`src/rtl/uart_rx_param_pkg.sv`:
```
// rtl/uart_rx_param_pkg.sv - shared UART receiver types, parity codes and baud divider helper
//
// Purpose:
//   Common definitions for the UART receiver and its baud tick generator.
//   The transmitter is expected to import the same package later.
// Contents:
//   rx_state_t  receiver state encoding (IDLE, START, DATA, PARITY, STOP, WAIT_HI)
//   PAR_*       parity mode codes used by the PARITY parameter
//   calc_div    clocks per oversample tick, truncated
package uart_rx_param_pkg;

  typedef enum logic [2:0] {
    RX_IDLE    = 3'd0,
    RX_START   = 3'd1,
    RX_DATA    = 3'd2,
    RX_PARITY  = 3'd3,
    RX_STOP    = 3'd4,
    RX_WAIT_HI = 3'd5
  } rx_state_t;

  localparam int PAR_NONE = 0;
  localparam int PAR_ODD  = 1;
  localparam int PAR_EVEN = 2;

  // Integer division truncates, so the real baud rate runs slightly fast;
  // sampling at mid-bit leaves plenty of margin for that error.
  function automatic int calc_div(input int clk_hz, input int baud, input int os);
    return clk_hz / (baud * os);
  endfunction

endpackage

```
`src/rtl/uart_rx_param_if.sv`:
```
// rtl/uart_rx_param_if.sv - received byte stream with valid/ready handshake
//
// Purpose:
//   Carries received payloads from the UART receiver to its consumer.
// Signals:
//   rx_data   payload, stable while rx_valid is high
//   rx_valid  payload available, held until accepted
//   rx_ready  consumer accepts when rx_valid && rx_ready
// Modports:
//   master    byte producer (the receiver)
//   slave     byte consumer
interface uart_rx_param_if #(
  parameter int DATA_BITS = 8
);

  logic [DATA_BITS-1:0] rx_data;
  logic                 rx_valid;
  logic                 rx_ready;

  modport master (
    output rx_data,
    output rx_valid,
    input  rx_ready
  );

  modport slave (
    input  rx_data,
    input  rx_valid,
    output rx_ready
  );

endinterface

```
`src/rtl/uart_rx_param_baud_tick.sv`:
```
// rtl/uart_rx_param_baud_tick.sv - free-running oversample tick generator
//
// Purpose:
//   Divides the system clock by DIV and emits a one-cycle tick on the last
//   count. Runs continuously so rx and tx can share the same timebase.
// Ports:
//   i_clk   system clock
//   i_rst   synchronous active-high reset, clears the divider
//   o_tick  one-cycle pulse every DIV clocks (every cycle when DIV = 1)
module uart_rx_param_baud_tick #(
  parameter int DIV = 54
) (
  input  logic i_clk,
  input  logic i_rst,
  output logic o_tick
);

  localparam int            CW   = (DIV > 1) ? $clog2(DIV) : 1;
  localparam logic [CW-1:0] LAST = CW'(DIV - 1);

  logic [CW-1:0] r_cnt;

  always_ff @(posedge i_clk) begin
    if (i_rst) begin
      r_cnt <= '0;
    end else if (r_cnt == LAST) begin
      r_cnt <= '0;
    end else begin
      r_cnt <= r_cnt + CW'(1);
    end
  end

  assign o_tick = (r_cnt == LAST);

endmodule

```
`src/rtl/uart_rx_param.sv`:
```
// rtl/uart_rx_param.sv - oversampling UART receiver with valid/ready output and LED mirror
//
// Purpose:
//   Synchronises the asynchronous rx line, finds start bits, samples each bit
//   at its centre, checks parity and stop, and offers good payloads on a
//   valid/ready stream. The low bits of every good payload drive an LED register.
// Ports:
//   i_clk          system clock, all logic on posedge
//   i_rst          synchronous active-high reset
//   i_uart_rx      asynchronous serial line, idle high
//   rx_if          master side of the byte stream (rx_data/rx_valid out, rx_ready in)
//   o_err_frame    1-cycle pulse: stop bit sampled low
//   o_err_parity   1-cycle pulse: parity mismatch
//   o_err_overrun  1-cycle pulse: good payload dropped, buffer still full
//   o_led          LED register, 1 = on
module uart_rx_param
  import uart_rx_param_pkg::*;
#(
  parameter int CLK_FREQ   = 100_000_000,
  parameter int BAUD_RATE  = 115_200,
  parameter int OVERSAMPLE = 16,
  parameter int DATA_BITS  = 8,
  parameter int PARITY     = PAR_NONE,
  parameter int NUM_LEDS   = 6
) (
  input  logic                i_clk,
  input  logic                i_rst,
  input  logic                i_uart_rx,
  uart_rx_param_if.master     rx_if,
  output logic                o_err_frame,
  output logic                o_err_parity,
  output logic                o_err_overrun,
  output logic [NUM_LEDS-1:0] o_led
);

  localparam int DIV = calc_div(CLK_FREQ, BAUD_RATE, OVERSAMPLE);
  localparam int SCW = $clog2(OVERSAMPLE);
  localparam int BCW = $clog2(DATA_BITS);

  localparam logic [SCW-1:0] HALF_LAST = SCW'(OVERSAMPLE / 2 - 1);
  localparam logic [SCW-1:0] FULL_LAST = SCW'(OVERSAMPLE - 1);
  localparam logic [BCW-1:0] BIT_LAST  = BCW'(DATA_BITS - 1);

  localparam logic [2:0] S_IDLE    = RX_IDLE;
  localparam logic [2:0] S_START   = RX_START;
  localparam logic [2:0] S_DATA    = RX_DATA;
  localparam logic [2:0] S_PARITY  = RX_PARITY;
  localparam logic [2:0] S_STOP    = RX_STOP;
  localparam logic [2:0] S_WAIT_HI = RX_WAIT_HI;

  generate
    if (OVERSAMPLE < 8 || (OVERSAMPLE % 2) != 0) begin : g_bad_os
      $error("uart_rx_param: OVERSAMPLE must be even and >= 8");
    end
    if (DATA_BITS < 5 || DATA_BITS > 9) begin : g_bad_bits
      $error("uart_rx_param: DATA_BITS must be 5..9");
    end
    if (NUM_LEDS < 1 || NUM_LEDS > DATA_BITS) begin : g_bad_leds
      $error("uart_rx_param: NUM_LEDS must be 1..DATA_BITS");
    end
    if (PARITY < PAR_NONE || PARITY > PAR_EVEN) begin : g_bad_par
      $error("uart_rx_param: PARITY must be 0, 1 or 2");
    end
    if (DIV < 1) begin : g_bad_div
      $error("uart_rx_param: clock too slow for BAUD_RATE*OVERSAMPLE");
    end
  endgenerate

  logic                 r_sync1;
  logic                 r_sync2;
  logic [2:0]           r_state;
  logic [SCW-1:0]       r_s_cnt;
  logic [BCW-1:0]       r_bit_cnt;
  logic [DATA_BITS-1:0] r_shift;
  logic                 r_par_bit;
  logic                 r_good;
  logic                 r_err_frame;
  logic                 r_err_parity;
  logic                 r_err_overrun;
  logic [DATA_BITS-1:0] r_rx_data;
  logic                 r_rx_valid;
  logic [NUM_LEDS-1:0]  r_led;

  logic w_tick;
  logic w_line;
  logic w_par_exp;
  logic w_par_ok;
  logic w_accept;

  uart_rx_param_baud_tick #(
    .DIV (DIV)
  ) u_baud_tick (
    .i_clk  (i_clk),
    .i_rst  (i_rst),
    .o_tick (w_tick)
  );

  // Two-flop synchroniser; both flops reset to the idle (high) line level so
  // a reset never looks like a start bit.
  always_ff @(posedge i_clk) begin
    if (i_rst) begin
      r_sync1 <= 1'b1;
      r_sync2 <= 1'b1;
    end else begin
      r_sync1 <= i_uart_rx;
      r_sync2 <= r_sync1;
    end
  end

  assign w_line = r_sync2;

  // Odd parity expects the XOR of data inverted; with no parity the check passes.
  assign w_par_exp = (^r_shift) ^ (PARITY == PAR_ODD);
  assign w_par_ok  = (PARITY == PAR_NONE) || (r_par_bit == w_par_exp);

  // Frame FSM. The start bit is confirmed half a bit in, which also places
  // every later sample (one full bit apart) at the bit centre.
  always_ff @(posedge i_clk) begin
    if (i_rst) begin
      r_state      <= S_IDLE;
      r_s_cnt      <= '0;
      r_bit_cnt    <= '0;
      r_shift      <= '0;
      r_par_bit    <= 1'b0;
      r_good       <= 1'b0;
      r_err_frame  <= 1'b0;
      r_err_parity <= 1'b0;
    end else begin
      r_good       <= 1'b0;
      r_err_frame  <= 1'b0;
      r_err_parity <= 1'b0;
      case (r_state)
        S_IDLE: begin
          if (!w_line) begin
            r_state <= S_START;
            r_s_cnt <= '0;
          end
        end
        S_START: begin
          if (w_tick) begin
            if (r_s_cnt == HALF_LAST) begin
              r_s_cnt   <= '0;
              r_bit_cnt <= '0;
              // A line back high at mid-start was a glitch; drop it silently.
              r_state   <= w_line ? S_IDLE : S_DATA;
            end else begin
              r_s_cnt <= r_s_cnt + SCW'(1);
            end
          end
        end
        S_DATA: begin
          if (w_tick) begin
            if (r_s_cnt == FULL_LAST) begin
              r_s_cnt <= '0;
              r_shift <= {w_line, r_shift[DATA_BITS-1:1]};
              if (r_bit_cnt == BIT_LAST) begin
                r_state <= (PARITY == PAR_NONE) ? S_STOP : S_PARITY;
              end else begin
                r_bit_cnt <= r_bit_cnt + BCW'(1);
              end
            end else begin
              r_s_cnt <= r_s_cnt + SCW'(1);
            end
          end
        end
        S_PARITY: begin
          if (w_tick) begin
            if (r_s_cnt == FULL_LAST) begin
              r_s_cnt   <= '0;
              r_par_bit <= w_line;
              r_state   <= S_STOP;
            end else begin
              r_s_cnt <= r_s_cnt + SCW'(1);
            end
          end
        end
        S_STOP: begin
          if (w_tick) begin
            if (r_s_cnt == FULL_LAST) begin
              r_s_cnt <= '0;
              if (!w_line) begin
                // Framing error wins over parity; wait out a break before rearming.
                r_err_frame <= 1'b1;
                r_state     <= S_WAIT_HI;
              end else begin
                r_state <= S_IDLE;
                if (w_par_ok) begin
                  r_good <= 1'b1;
                end else begin
                  r_err_parity <= 1'b1;
                end
              end
            end else begin
              r_s_cnt <= r_s_cnt + SCW'(1);
            end
          end
        end
        S_WAIT_HI: begin
          if (w_line) begin
            r_state <= S_IDLE;
          end
        end
        default: begin
          r_state <= S_IDLE;
        end
      endcase
    end
  end

  assign w_accept = r_rx_valid && rx_if.rx_ready;

  // Output buffer and LED register. r_shift still holds the finished payload
  // here because the next frame cannot shift in a data bit for at least a
  // start bit. A consumer accepting in the same cycle frees the slot, so the
  // new payload is loaded instead of being counted as an overrun.
  always_ff @(posedge i_clk) begin
    if (i_rst) begin
      r_rx_data     <= '0;
      r_rx_valid    <= 1'b0;
      r_err_overrun <= 1'b0;
      r_led         <= '0;
    end else begin
      r_err_overrun <= 1'b0;
      if (r_good) begin
        r_led <= r_shift[NUM_LEDS-1:0];
        if (!r_rx_valid || rx_if.rx_ready) begin
          r_rx_data  <= r_shift;
          r_rx_valid <= 1'b1;
        end else begin
          r_err_overrun <= 1'b1;
        end
      end else if (w_accept) begin
        r_rx_valid <= 1'b0;
      end
    end
  end

  assign rx_if.rx_data  = r_rx_data;
  assign rx_if.rx_valid = r_rx_valid;
  assign o_err_frame    = r_err_frame;
  assign o_err_parity   = r_err_parity;
  assign o_err_overrun  = r_err_overrun;
  assign o_led          = r_led;

endmodule
```
`src/flat_wrapper.sv`:
```
// flat-port wrapper written by rule: the top's interface ports become plain ports
module uart_rx_param_flat import uart_rx_param_pkg::*;
#(
  parameter int CLK_FREQ   = 100_000_000,
  parameter int BAUD_RATE  = 115_200,
  parameter int OVERSAMPLE = 16,
  parameter int DATA_BITS  = 8,
  parameter int PARITY     = PAR_NONE,
  parameter int NUM_LEDS   = 6
)
  (i_clk, i_rst, i_uart_rx, o_err_frame, o_err_parity, o_err_overrun, o_led, rx_if_rx_data, rx_if_rx_valid, rx_if_rx_ready);
  uart_rx_param_if #(.DATA_BITS(DATA_BITS)) rx_if_i ();
  input  logic i_clk;
  input  logic i_rst;
  input  logic i_uart_rx;
  output logic o_err_frame;
  output logic o_err_parity;
  output logic o_err_overrun;
  output logic [NUM_LEDS-1:0] o_led;
  output wire logic [$bits(rx_if_i.rx_data)-1:0] rx_if_rx_data;
  output wire logic [$bits(rx_if_i.rx_valid)-1:0] rx_if_rx_valid;
  input wire logic [$bits(rx_if_i.rx_ready)-1:0] rx_if_rx_ready;
  assign rx_if_rx_data = rx_if_i.rx_data;
  assign rx_if_rx_valid = rx_if_i.rx_valid;
  assign rx_if_i.rx_ready = rx_if_rx_ready;
  uart_rx_param #(.CLK_FREQ(CLK_FREQ), .BAUD_RATE(BAUD_RATE), .OVERSAMPLE(OVERSAMPLE), .DATA_BITS(DATA_BITS), .PARITY(PARITY), .NUM_LEDS(NUM_LEDS)) u_core (.i_clk(i_clk), .i_rst(i_rst), .i_uart_rx(i_uart_rx), .rx_if(rx_if_i), .o_err_frame(o_err_frame), .o_err_parity(o_err_parity), .o_err_overrun(o_err_overrun), .o_led(o_led));
endmodule
```
`config.mk`:
```
export PLATFORM = sky130hd
export DESIGN_NAME = uart_rx_param_flat
export DESIGN_NICKNAME = d
export VERILOG_FILES = /design/src/rtl/uart_rx_param_pkg.sv /design/src/rtl/uart_rx_param_if.sv /design/src/rtl/uart_rx_param_baud_tick.sv /design/src/rtl/uart_rx_param.sv /design/src/flat_wrapper.sv
export SDC_FILE = /design/constraint.sdc
export NUM_CORES = 1
export LEC_CHECK = 0
export CAP_MARGIN = 30
export CORE_AREA = 4 4 62 64
export DETAILED_ROUTE_END_ITERATION = 16
export DIE_AREA = 0 0 66 68
export PLACE_DENSITY = 0.9
export SYNTH_ARGS = -nofsm -noshare
export SYNTH_HDL_FRONTEND = slang
export SYNTH_HIERARCHICAL = 1
export SYNTH_SLANG_ARGS = --single-unit
```
`constraint.sdc`:
```
create_clock -name i_clk -period 6.35 [get_ports i_clk]
set_input_delay 1.27 -clock i_clk [delete_from_list [all_inputs] [get_ports i_clk]]
set_output_delay 1.27 -clock i_clk [all_outputs]
set_load 0.01 [all_outputs]
```
# Yosys cells after proc, flatten, opt, wreduce, memory -nomap -nowiden
# Index checks and enable logic that the tools add are counted.
[totals]
ff_bits = 44
in_bits = 4
word_cells = 92
[classes]
eq_ne = 23
n_addsub = 3
n_mux = 32
reduce_logical = 17
bitwise = 4
[op_table]
columns = ["operator", "n"]
rows = [
  ["3-bit two-way mux", 17],
  ["4-bit two-way mux", 5],
  ["3-bit case mux with 6 select lines", 1],
  ["2-bit by 1-bit inequality test with 1-bit output (second input constant)", 7],
  ["2-bit inequality test (second input constant)", 7],
  ["4-bit case mux with 3 select lines", 1],
  ["11-bit AND reduction", 1],
  ["3-bit == test (second input constant)", 3],
  ["6-bit by 1-bit adder with 6-bit output (second input constant)", 1],
  ["3-bit by 2-bit == test with 1-bit output (second input constant)", 2],
  ["6-bit == test (second input constant)", 1],
  ["1-bit two-way mux", 6],
  ["3-bit case mux with 2 select lines", 1],
  ["6-bit AND reduction", 1],
  ["4-bit by 1-bit adder with 4-bit output (second input constant)", 1],
  ["4-bit by 3-bit == test with 1-bit output (second input constant)", 1],
  ["4-bit == test (second input constant)", 1],
  ["1-bit inverter", 4],
  ["2-bit AND reduction", 2],
  ["4-bit AND reduction", 1],
  ["2-bit nonzero test", 2],
  ["2-bit OR reduction", 2],
  ["4-bit OR reduction", 1],
  ["3-bit by 1-bit adder with 3-bit output (second input constant)", 1],
  ["other kinds (9)", 9],
]

# Longest topological paths before layout
# Gate-level depths: netlist of run 1.
[logic_depth]
word_depth = 5
depth_mapped = 9
mapped_depth_nobuf = 9

# Hierarchy
# The synthesis of run 1 kept the hierarchy.
[modules_own_cells]
columns = ["mod", "seq_area_each_um2", "cells_each", "area_each_um2", "instances"]
rows = [
  ["uart_rx_param", 760.7, 169, 1582.8, 1],
  ["uart_rx_param_baud_tick", 120.1, 29, 259.0, 1],
]

# Least setup slack after synthesis of run 1
# OpenSTA, ideal clock, no wires.
[synth_path]
path_type = "input to register"
from = "input port rx_if_rx_ready"
to = "register u_core.r_rx_data[0] (netlist: u_core/rx_if.rx_data[0])"
setup_slack_ps = 4101
arrival_ps = 2122
required_time_ps = 6222
path_stages = 3
cell_sequence = "o21ai_1 mux2i_1 nor2_1"
[synth_via]
elab_chain_len = 2
[synth_lines]
columns = ["item", "line", "source"]
rows = [
  ["from (decl)", "flat_wrapper.sv:22", "input wire logic [$bits(rx_if_i.rx_ready)-1:0] rx_if_rx_ready;"],
  ["1-bit logical OR", "uart_rx_param.sv:226", "if (!r_rx_valid || rx_if.rx_ready) begin"],
  ["2-bit AND reduction (no line)", "-", ""],
  ["to (signal assigned)", "uart_rx_param.sv:227", "r_rx_data <= r_shift;"],
  ["to (decl)", "uart_rx_param.sv:80", "logic [DATA_BITS-1:0] r_rx_data;"],
]
# Every way passes these cells.
# A chain may end at the register's enable or synchronous reset.

# Worst setup path after layout of run 1
[layout_path]
from = "input port rx_if_rx_ready"
to = "register u_core.r_rx_data[5] (netlist: u_core/rx_if.rx_data[5])"
# Same word-level chain as after synthesis.

==> results of run 1 <==
-- sequential cells by signal, indices dropped and copies added (netlist names), 3 cells and up --
signal                    count
u_core/o_led                  6
u_core/r_bit_cnt              3
u_core/r_state                3
u_core/rx_if.rx_data          8
u_core/r_shift                8
u_core/r_s_cnt                4
u_core/u_baud_tick/r_cnt      6
-- layout by cell type (no fill, tap or decap), drive strengths merged, types with 3 or more instances in the layout --
cell type / netlist / routed
inv: 3 / 3
nand3: 6 / 6
and2: 3 / 3
nand2b: 3 / 3
o21ai: 7 / 7
nor2b: 5 / 5
clkdlybuf4s50: 0 / 20
nor2: 37 / 37
dfxtp: 44 / 44
a21oi: 10 / 10
clkbuf: 5 / 7
or2: 3 / 3
nand2: 12 / 12
ha: 5 / 5
mux2i: 23 / 23
-- cells by family (layout without fill, tap and decap cells) --
family,count (synthesis),after routing
AOI/OAI and AO/OA,26,26
muxes,23,23
adders and majority gates,5,5
other,1,1
and+or+nand+nor,85,85
xor gates and xnor gates,4,4
DFF,44,44
buffers and inverters,10,32
-- power groups by stage --
stage               clock network [uW]  logic [uW]  registers (uW)
finish                             139        36.4             287
global route                       156        41.4             288
CTS                                144        36.2             287
detailed placement                   0        36.1             293
global placement                     0        35.4             293
floorplan                            0        29.0             291
-- synth_stat cells (2+ instances only) --
library cell	n	area (um2)
o21ai_0	5	25.0
nand3_1	6	30.0
nand2_1	12	45.0
nor2_1	36	135
nor2b_1	5	31.3
o21ai_1	2	10.0
a21oi_1	10	50.1
clkbuf_1	5	18.8
inv_1	3	11.3
a22oi_1	2	15.0
mux2i_1	23	230
or4b_1	2	20.0
dfxtp_1	44	881
and3b_1	2	17.5
xor2_1	2	17.5
and2_1	3	18.8
a31oi_1	2	12.5
and3_1	2	12.5
ha_1	5	62.6
nand2b_1	3	18.8
xnor2_1	2	17.5
nand3b_1	2	15.0
or2_2	2	12.5
-- layer usage --
| metal | vias to the layer above | global-route usage [%] | wire, um |
|---|---|---|---|
| met5 | - | 0 | 0 |
| met4 | 0 | 6.35 | 36 |
| met3 | 4 | 3.78 | 86 |
| met2 | 20 | 28.5 | 1560 |
| met1 | 643 | 19.3 | 1540 |
| li1 | 723 | - | - |
-- final cells by class --
cell class / instances / share of cell area [%]
tap: 46 / 2.69
multi-input combinational: 144 / 42.9
timing repair buffer: 21 / 9.71
clock inverter: 1 / 0.351
clock buffer: 7 / 2.57
sequential: 44 / 41.2
inverter: 3 / 0.527
-- how the worst min path moves through the flow --
stage | end | slack [ns] | cells after the start
after floorplan | u_core/r_sync2 | 0.39 | 1
after global placement | u_core/r_sync2 | 0.40 | 1
after detailed placement | u_core/r_sync2 | 0.40 | 1
after CTS | u_core/r_sync2 | 0.43 | 1
after global routing | u_core/r_sync2 | 0.47 | 1
final | u_core/r_sync2 | 0.43 | 1
-- metrics by stage --
step	util [%]	hold WS, ns	cells
after floorplan	-	0.389	198
after global placement	63.2	0.395	258
after detailed placement	63.2	0.397	258
after CTS	65.1	0.429	266
after global routing	65.1	0.472	266
final	65.1	0.427	266
-- worst reg2reg max path, cell delays in order (launching register included) --
cell	delay, ns
dfxtp_1	0.42
ha_1	0.19
nand4_1	0.12
nor2_1	0.33
nor2b_1	0.25
o21ai_0	0.17
and2_1	0.23
or4b_1	0.51
a31oi_1	0.13
==> impl_metrics.env, run 1 <==
export IMPL_cpPeakStageDelay_ns=0.75
export IMPL_cts_htree_levels=2
export IMPL_pwr_share_comb_pct=7.9
export IMPL_synth_compound_gate_area_share_pct=8.63
export IMPL_timing_final_ws_setup_ns=3.76
export IMPL_drv_slew=0
export IMPL_rows=21
export IMPL_clk_pin_slew_worst_paths_ns=0.12
export IMPL_tns_ns=0
export IMPL_hpwlAfterDp_um=2270
export IMPL_ios=22
export IMPL_hp_class="register to register"
export IMPL_powerDensity_mw_per_mm2=216
export IMPL_dr_total_vias=1390
export IMPL_leakage_uw=0.000883
export IMPL_outcome="finished, final reports clean"
export IMPL_slowest_stage="o21ai_1"
export IMPL_period_minus_slack_ns=2.59
export IMPL_syn_area_mm2=0.00184
export IMPL_synth_seq_area_share_pct=47.8
export IMPL_maxCapViolations=0
export IMPL_synth_fa_ha_area_share_pct=3.40
export IMPL_total_power_uw=462
export IMPL_seq_area_um2=881
export IMPL_p_int_uw=350
export IMPL_ir_drop_uv=152
export IMPL_synth_top_family_by_area="simple AND/OR/NAND/NOR gates"
export IMPL_route_detailed_drc=0
export IMPL_cp_end_kind="register"
export IMPL_r2r_setup_slack_ns=3.93
export IMPL_synthesis_nets=207
export IMPL_totalWireLength_um=3220
export IMPL_p_sw_share_pct=24.3
export IMPL_diodes=0
export IMPL_reg2reg_depth=8
export IMPL_core_mm2=0.00328
export IMPL_syn_to_final_growth_pct=16.1
export IMPL_first_pass_iters=4
export IMPL_synth_edf_count=0
export IMPL_grt_pass1_vias=1347
export IMPL_ys_flop_type="dfxtp_1"
export IMPL_holdCritStartpoint="u_core/r_sync1"
export IMPL_cts_inserted_buffers=5
export IMPL_gp_congestion=0.772
export IMPL_critPathBufInv=1
export IMPL_cts_setup_buffers=0
export IMPL_p_switching_uw=112
export IMPL_clkPwrFrac_pct=30.0
export IMPL_final_layout_size_suffix_gt1_share_pct=5.45
export IMPL_grt_overflow_total=0
export IMPL_synthCells=198
export IMPL_port_buffers=20
export IMPL_hold_viol=0
export IMPL_post_route_period_util_pct=40.8
export IMPL_synth_cell_types=41
export IMPL_synth_mux_area_share_pct=12.5
export IMPL_dp_slack_ns=3.41
export IMPL_worst_pin_slew_ns=0.939
export IMPL_synthSimpleGateAreaFrac_pct=23.2
export IMPL_grt_max_degree=41
export IMPL_cp_start_kind="primary input"
export IMPL_cp_cell_sequence="clkdlybuf4s50_1 -> o21ai_1 -> mux2i_1 -> nor2_1"
export IMPL_clkSinkCount=44
export IMPL_rsz0062_at_grt="false"
export IMPL_yosys_warnings=6
export IMPL_first_iter_violations=43
export IMPL_die_area_mm2=0.00449
export IMPL_final_antenna_net_count=0
export IMPL_die_w_um=66
export IMPL_critPathMaxFanout=8
export IMPL_place_area_mm2=0.00208
export IMPL_clock_tree_root_cell="clkbuf_4"
export IMPL_antenna_found_initial=0
export IMPL_nets=228
export IMPL_critical_path_required_ns=6.58
export IMPL_cp_arrival_ns=2.82
export IMPL_async_flop_share_pct=0
export IMPL_avgSynthCellArea_um2=9.30
export IMPL_ys_ff_latch=44
export IMPL_pwr_share_seq_pct=62.1
export IMPL_synth_xor_area_share_pct=1.90
export IMPL_crit_cells=4
export IMPL_grt_pass1_wl_um=5720
export IMPL_start_util_pct=56.1
export IMPL_die_y_um=68
export IMPL_clock_path_buffers=2
export IMPL_stdcell_area_mm2=0.00214
export IMPL_fmaxAchievable_ghz=0.386
export IMPL_postCtsHoldBufs=0
export IMPL_vias_per_cell=5.23
export IMPL_setup_worst_path_class="primary input to register"
export IMPL_cp_startpoint="rx_if_rx_ready"
export IMPL_multi_input_area_um2=918
export IMPL_cp_top_family="compound AO/OA/AOI/OAI gates"
export IMPL_cts_repair_resized=0
export IMPL_setup_viol=0
export IMPL_nFillCells=267
export IMPL_wire_per_inst_um=12.1
export IMPL_reg2reg_from="u_core/u_baud_tick/r_cnt[0]"
export IMPL_cts_tree="built"
export IMPL_grt_usage_pct=16.3
export IMPL_critPathCapture="u_core/rx_if.rx_data[5]"
export IMPL_slew_headroom_pct=37.0
export IMPL_clkLatencyLatePin_ns=0.34
export IMPL_finalClockSkew_ns=0.00903
export IMPL_r2r_end="u_core/r_s_cnt[3]"
Note: power is estimated with default switching activity, not from simulation.
==> run 2, diff against run 1 <==
CORE_AREA = 4 4 64 66   (was 4 4 62 64)
DIE_AREA = 0 0 68 70   (was 0 0 66 68)
PLACE_DENSITY = 0.85   (was 0.9)
clock period = 2.6 ns   (was 6.35 ns; I/O delays follow)
==> impl_metrics.env, run 2 (same netlist as run 1, synthesis figures left out) <==
export IMPL_outcome="finished, final reports clean"
export IMPL_cp_top_family="simple AND/OR/NAND/NOR gates"
export IMPL_clkLatencyLatePin_ns=0.35
export IMPL_cp_start_kind="register"
export IMPL_hpwlAfterDp_um=2420
export IMPL_stdcell_area_mm2=0.00216
export IMPL_layout_cells_most_common="dfxtp_1"
export IMPL_hold_viol=0
export IMPL_cts_repair_resized=0
export IMPL_critical_path_required_ns=2.88
export IMPL_critPathBufInv=0
export IMPL_cts_tree="built"
export IMPL_nets=230
export IMPL_leakage_uw=0.000892
export IMPL_totalWireLength_um=3360
export IMPL_post_route_period_util_pct=93.3
export IMPL_fin_util_pct=60.2
export IMPL_cp_cell_sequence="ha_1 -> nand4_1 -> nor2_1 -> nor2b_1 -> o21ai_0 -> and2_1 -> or4b_1 -> a31oi_1"
export IMPL_slowest_stage="or4b_1"
export IMPL_period_minus_slack_ns=2.43
export IMPL_slew_headroom_pct=64.8
export IMPL_grt_pass1_wl_um=5710
export IMPL_first_iter_violations=66
export IMPL_clock_tree_root_cell="clkbuf_4"
export IMPL_dr_total_vias=1406
export IMPL_drv_slew=0
export IMPL_rsz0062_at_grt="false"
export IMPL_vias_per_cell=5.21
export IMPL_wire_per_inst_um=12.4
export IMPL_core_mm2=0.00358
export IMPL_powerDensity_mw_per_mm2=528
export IMPL_cp_end_kind="register"
export IMPL_setup_viol=0
export IMPL_grt_max_degree=18
export IMPL_worst_pin_slew_ns=0.527
export IMPL_cts_setup_buffers=0
export IMPL_maxCapViolations=0
export IMPL_place_area_mm2=0.00209
export IMPL_fmaxAchievable_ghz=0.412
export IMPL_ios=22
export IMPL_syn_to_final_growth_pct=17.1
export IMPL_clkSinkCount=44
export IMPL_die_y_um=70
export IMPL_clock_path_buffers=2
export IMPL_route_detailed_drc=0
export IMPL_critPathMaxFanout=6
export IMPL_grt_overflow_total=0
export IMPL_antenna_found_initial=0
export IMPL_die_w_um=68
export IMPL_grt_usage_pct=15.3
export IMPL_cp_arrival_ns=2.71
export IMPL_first_pass_iters=4
export IMPL_diodes=0
export IMPL_start_util_pct=51.5
export IMPL_die_area_mm2=0.00476
export IMPL_gp_congestion=0.840
export IMPL_postCtsHoldBufs=0
export IMPL_hp_class="register to register"
export IMPL_tns_ns=0
export IMPL_clk_pin_slew_worst_paths_ns=0.13
export IMPL_final_layout_size_suffix_gt1_share_pct=6.31
export IMPL_cpPeakStageDelay_ns=0.52
export IMPL_finalClockSkew_ns=0.00944
export IMPL_final_antenna_net_count=0
export IMPL_rows=22
export IMPL_whs_ns=0.425
export IMPL_cts_htree_levels=2
export IMPL_cts_inserted_buffers=5
export IMPL_ir_drop_uv=417
export IMPL_final_cell_mix="dfxtp_1 (44), nor2_1 (36), mux2i_1 (23)"
export IMPL_setup_worst_path_class="register to register"
export IMPL_port_buffers=20
export IMPL_grt_pass1_vias=1310
run 2: changes by cell type in the layout (fill, tap and decap cells not counted):
cell   delta
buf_4     +2
run 2: final timing paths:
kind	from	end	slack (ns)	depth (start not counted)
max	u_core/u_baud_tick/r_cnt[0]	u_core/r_s_cnt[3]	0.17	8
min	u_core/r_sync1	u_core/r_sync2	0.43	1
max reg2reg	u_core/u_baud_tick/r_cnt[0]	u_core/r_s_cnt[3]	0.17	8
min reg2reg	u_core/r_sync1	u_core/r_sync2	0.43	1
run 2: layer usage:
metal	vias up	routed length [um]	track usage, %
met5	-	0	0
met4	0	8	5.30
met3	2	127	4.02
met2	24	1650	23.8
met1	659	1580	20.2
li1	721	-	-
run 2: final cells by class:
| type | instances | area (um2) |
|---|---|---|
| multi-input combinational | 144 | 918 |
| clock inverter | 1 | 7.51 |
| tap | 48 | 60.1 |
| fill | 308 | 1420 |
| clock buffer | 7 | 55.1 |
| timing repair buffer | 23 | 223 |
| inverter | 3 | 11.3 |
| sequential | 44 | 881 |
run 2: where the power goes:
group	total (uW)	leakage [uW]	internal (uW)	switching, uW
Sequential	701	0.000356	684	16.8
Clock	344	0.0000315	133	211
Combinational	93.1	0.000505	38.3	54.7
Total	1140	0.000892	855	283
run 2: per-stage QoR:
stage	setup WS (ns)	power, uW	std cells
after floorplan	0.520	783	198
after global placement	0.398	805	262
after detailed placement	0.201	808	262
after CTS	0.189	1150	270
after global routing	0.0165	1180	270
final	0.174	1140	270
==> run 3, diff against run 2 <==
GPL_TIMING_DRIVEN = 0   (was not set)
clock period = 2.73 ns   (was 2.6 ns; I/O delays follow)
==> impl_metrics.env, run 3 (same netlist as run 1, synthesis figures left out) <==
export IMPL_outcome="finished, final reports clean"
export IMPL_cts_setup_buffers=0
export IMPL_first_iter_violations=46
export IMPL_grt_max_degree=16
export IMPL_clock_path_buffers=2
export IMPL_setup_viol=0
export IMPL_maxCapViolations=0
export IMPL_vias_per_cell=5.26
export IMPL_dr_total_vias=1446
export IMPL_pwr_share_seq_pct=57.2
export IMPL_clock_tree_root_cell="clkbuf_4"
export IMPL_dp_slack_ns=0.342
export IMPL_hpwlAfterDp_um=2350
export IMPL_layout_cells_most_common="dfxtp_1"
export IMPL_cts_repair_resized=0
export IMPL_finalClockSkew_ns=0.00822
export IMPL_tns_ns=0
export IMPL_cp_arrival_ns=2.69
export IMPL_syn_to_final_growth_pct=19.1
export IMPL_clk_pin_slew_worst_paths_ns=0.13
export IMPL_pwr_share_comb_pct=7.6
export IMPL_timing_final_ws_setup_ns=0.322
export IMPL_route_detailed_drc=0
export IMPL_slew_headroom_pct=61.3
export IMPL_cts_inserted_buffers=5
export IMPL_cts_htree_levels=2
export IMPL_start_util_pct=51.5
export IMPL_wire_per_inst_um=12.1
export IMPL_clkLatencyLatePin_ns=0.35
export IMPL_grt_overflow_total=0
export IMPL_hold_viol=0
export IMPL_ios=22
export IMPL_hp_class="register to register"
export IMPL_powerDensity_mw_per_mm2=532
export IMPL_grt_usage_pct=15.4
export IMPL_final_antenna_net_count=0
export IMPL_p_sw_share_pct=24.2
export IMPL_final_layout_size_suffix_gt1_share_pct=6.61
export IMPL_postCtsHoldBufs=0
export IMPL_gp_congestion=0.819
export IMPL_drv_slew=0
export IMPL_final_cell_mix="dfxtp_1 (44), nor2_1 (36), mux2i_1 (23)"
export IMPL_p_switching_uw=283
export IMPL_cp_end_kind="register"
export IMPL_diodes=0
export IMPL_port_buffers=20
export IMPL_die_y_um=70
export IMPL_totalWireLength_um=3340
export IMPL_nets=235
export IMPL_grt_pass1_vias=1304
export IMPL_die_area_mm2=0.00476
export IMPL_period_minus_slack_ns=2.41
export IMPL_seq_area_um2=881
export IMPL_critPathMaxFanout=6
export IMPL_rsz0062_at_grt="false"
export IMPL_die_w_um=68
export IMPL_multi_input_area_um2=918
export IMPL_post_route_period_util_pct=88.2
export IMPL_leakage_uw=0.000909
export IMPL_setup_worst_path_class="register to register"
export IMPL_first_pass_iters=4
export IMPL_antenna_found_initial=0
export IMPL_nFillCells=316
export IMPL_core_mm2=0.00358
export IMPL_worst_pin_slew_ns=0.580
export IMPL_grt_pass1_wl_um=5680
export IMPL_cp_start_kind="register"
export IMPL_cts_tree="built"
export IMPL_p_int_uw=884
export IMPL_ir_drop_uv=422
export IMPL_rows=22
export IMPL_critical_path_required_ns=3.01
export IMPL_clkPwrFrac_pct=35.1
export IMPL_clkSinkCount=44
export IMPL_fmaxAchievable_ghz=0.415
[run 3: changes by cell type in the layout (fill, tap and decap cells not counted)]
cell | before | now
buf_2 | 0 | 1
buf_4 | 3 | 2
bufinv_16 | 0 | 1
clkbuf_8 | 1 | 0
clkbuf_1 | 1 | 5
inv_6 | 0 | 1
[run 3: power groups by stage]
stage	logic [uW]	clock network, uW	registers [uW]
after floorplan	67.5	0	678
after global placement	86.0	0	681
after detailed placement	88.9	0	682
after CTS	89.1	418	668
after global routing	99.4	448	670
final	89.0	410	668
[run 3: worst max-delay path, stage by stage, from the launching register on]
cell and delay (ns):
dfxtp_1 0.42, ha_1 0.20, nand4_1 0.13, nor2_1 0.32, nor2b_1 0.25, o21ai_0 0.17
and2_1 0.23, or4b_1 0.51, a31oi_1 0.13
[run 3: area by class of cell]
type,instances,area share (%)
plain buffers,7,1.43
clock buffers,5,1.71
clock inverters,3,2.11
inverters,3,0.513
multi-input cells,144,41.9
flip-flops and latches,44,40.2
well taps,48,2.74
repair buffers,21,9.47
[run 3: final timing paths]
path / startpoint / end / slack, ns / cells after the start
max reg2reg: u_core/u_baud_tick/r_cnt[0] / u_core/r_s_cnt[3] / 0.32 / 8
min: u_core/r_sync1 / u_core/r_sync2 / 0.42 / 1
max: u_core/u_baud_tick/r_cnt[0] / u_core/r_s_cnt[3] / 0.32 / 8
min reg2reg: u_core/r_sync1 / u_core/r_sync2 / 0.42 / 1
[run 3: layer usage]
layer | routed length [um] | vias up | global-route usage (%) | part of all wire, %
met5 | 0 | - | 0 | 0
met4 | 36 | 0 | 6.18 | 1.1
met3 | 156 | 2 | 5.79 | 4.7
met2 | 1540 | 26 | 22.4 | 46
met1 | 1610 | 681 | 20.3 | 48
li1 | - | 737 | - | -
[run 3: through the flow]
| stage | power [uW] | utilization [%] | area [um2] | hold WS (ns) | cells |
|---|---|---|---|---|---|
| after global routing | 1220 | 61.3 | 2190 | 0.438 | 275 |
| after detailed placement | 771 | 58.7 | 2100 | 0.394 | 266 |
| after floorplan | 745 | - | 1840 | 0.389 | 198 |
| after CTS | 1170 | 61.1 | 2190 | 0.425 | 274 |
| after global placement | 767 | 58.7 | 2100 | 0.391 | 266 |
| final | 1170 | 61.3 | 2190 | 0.424 | 275 |
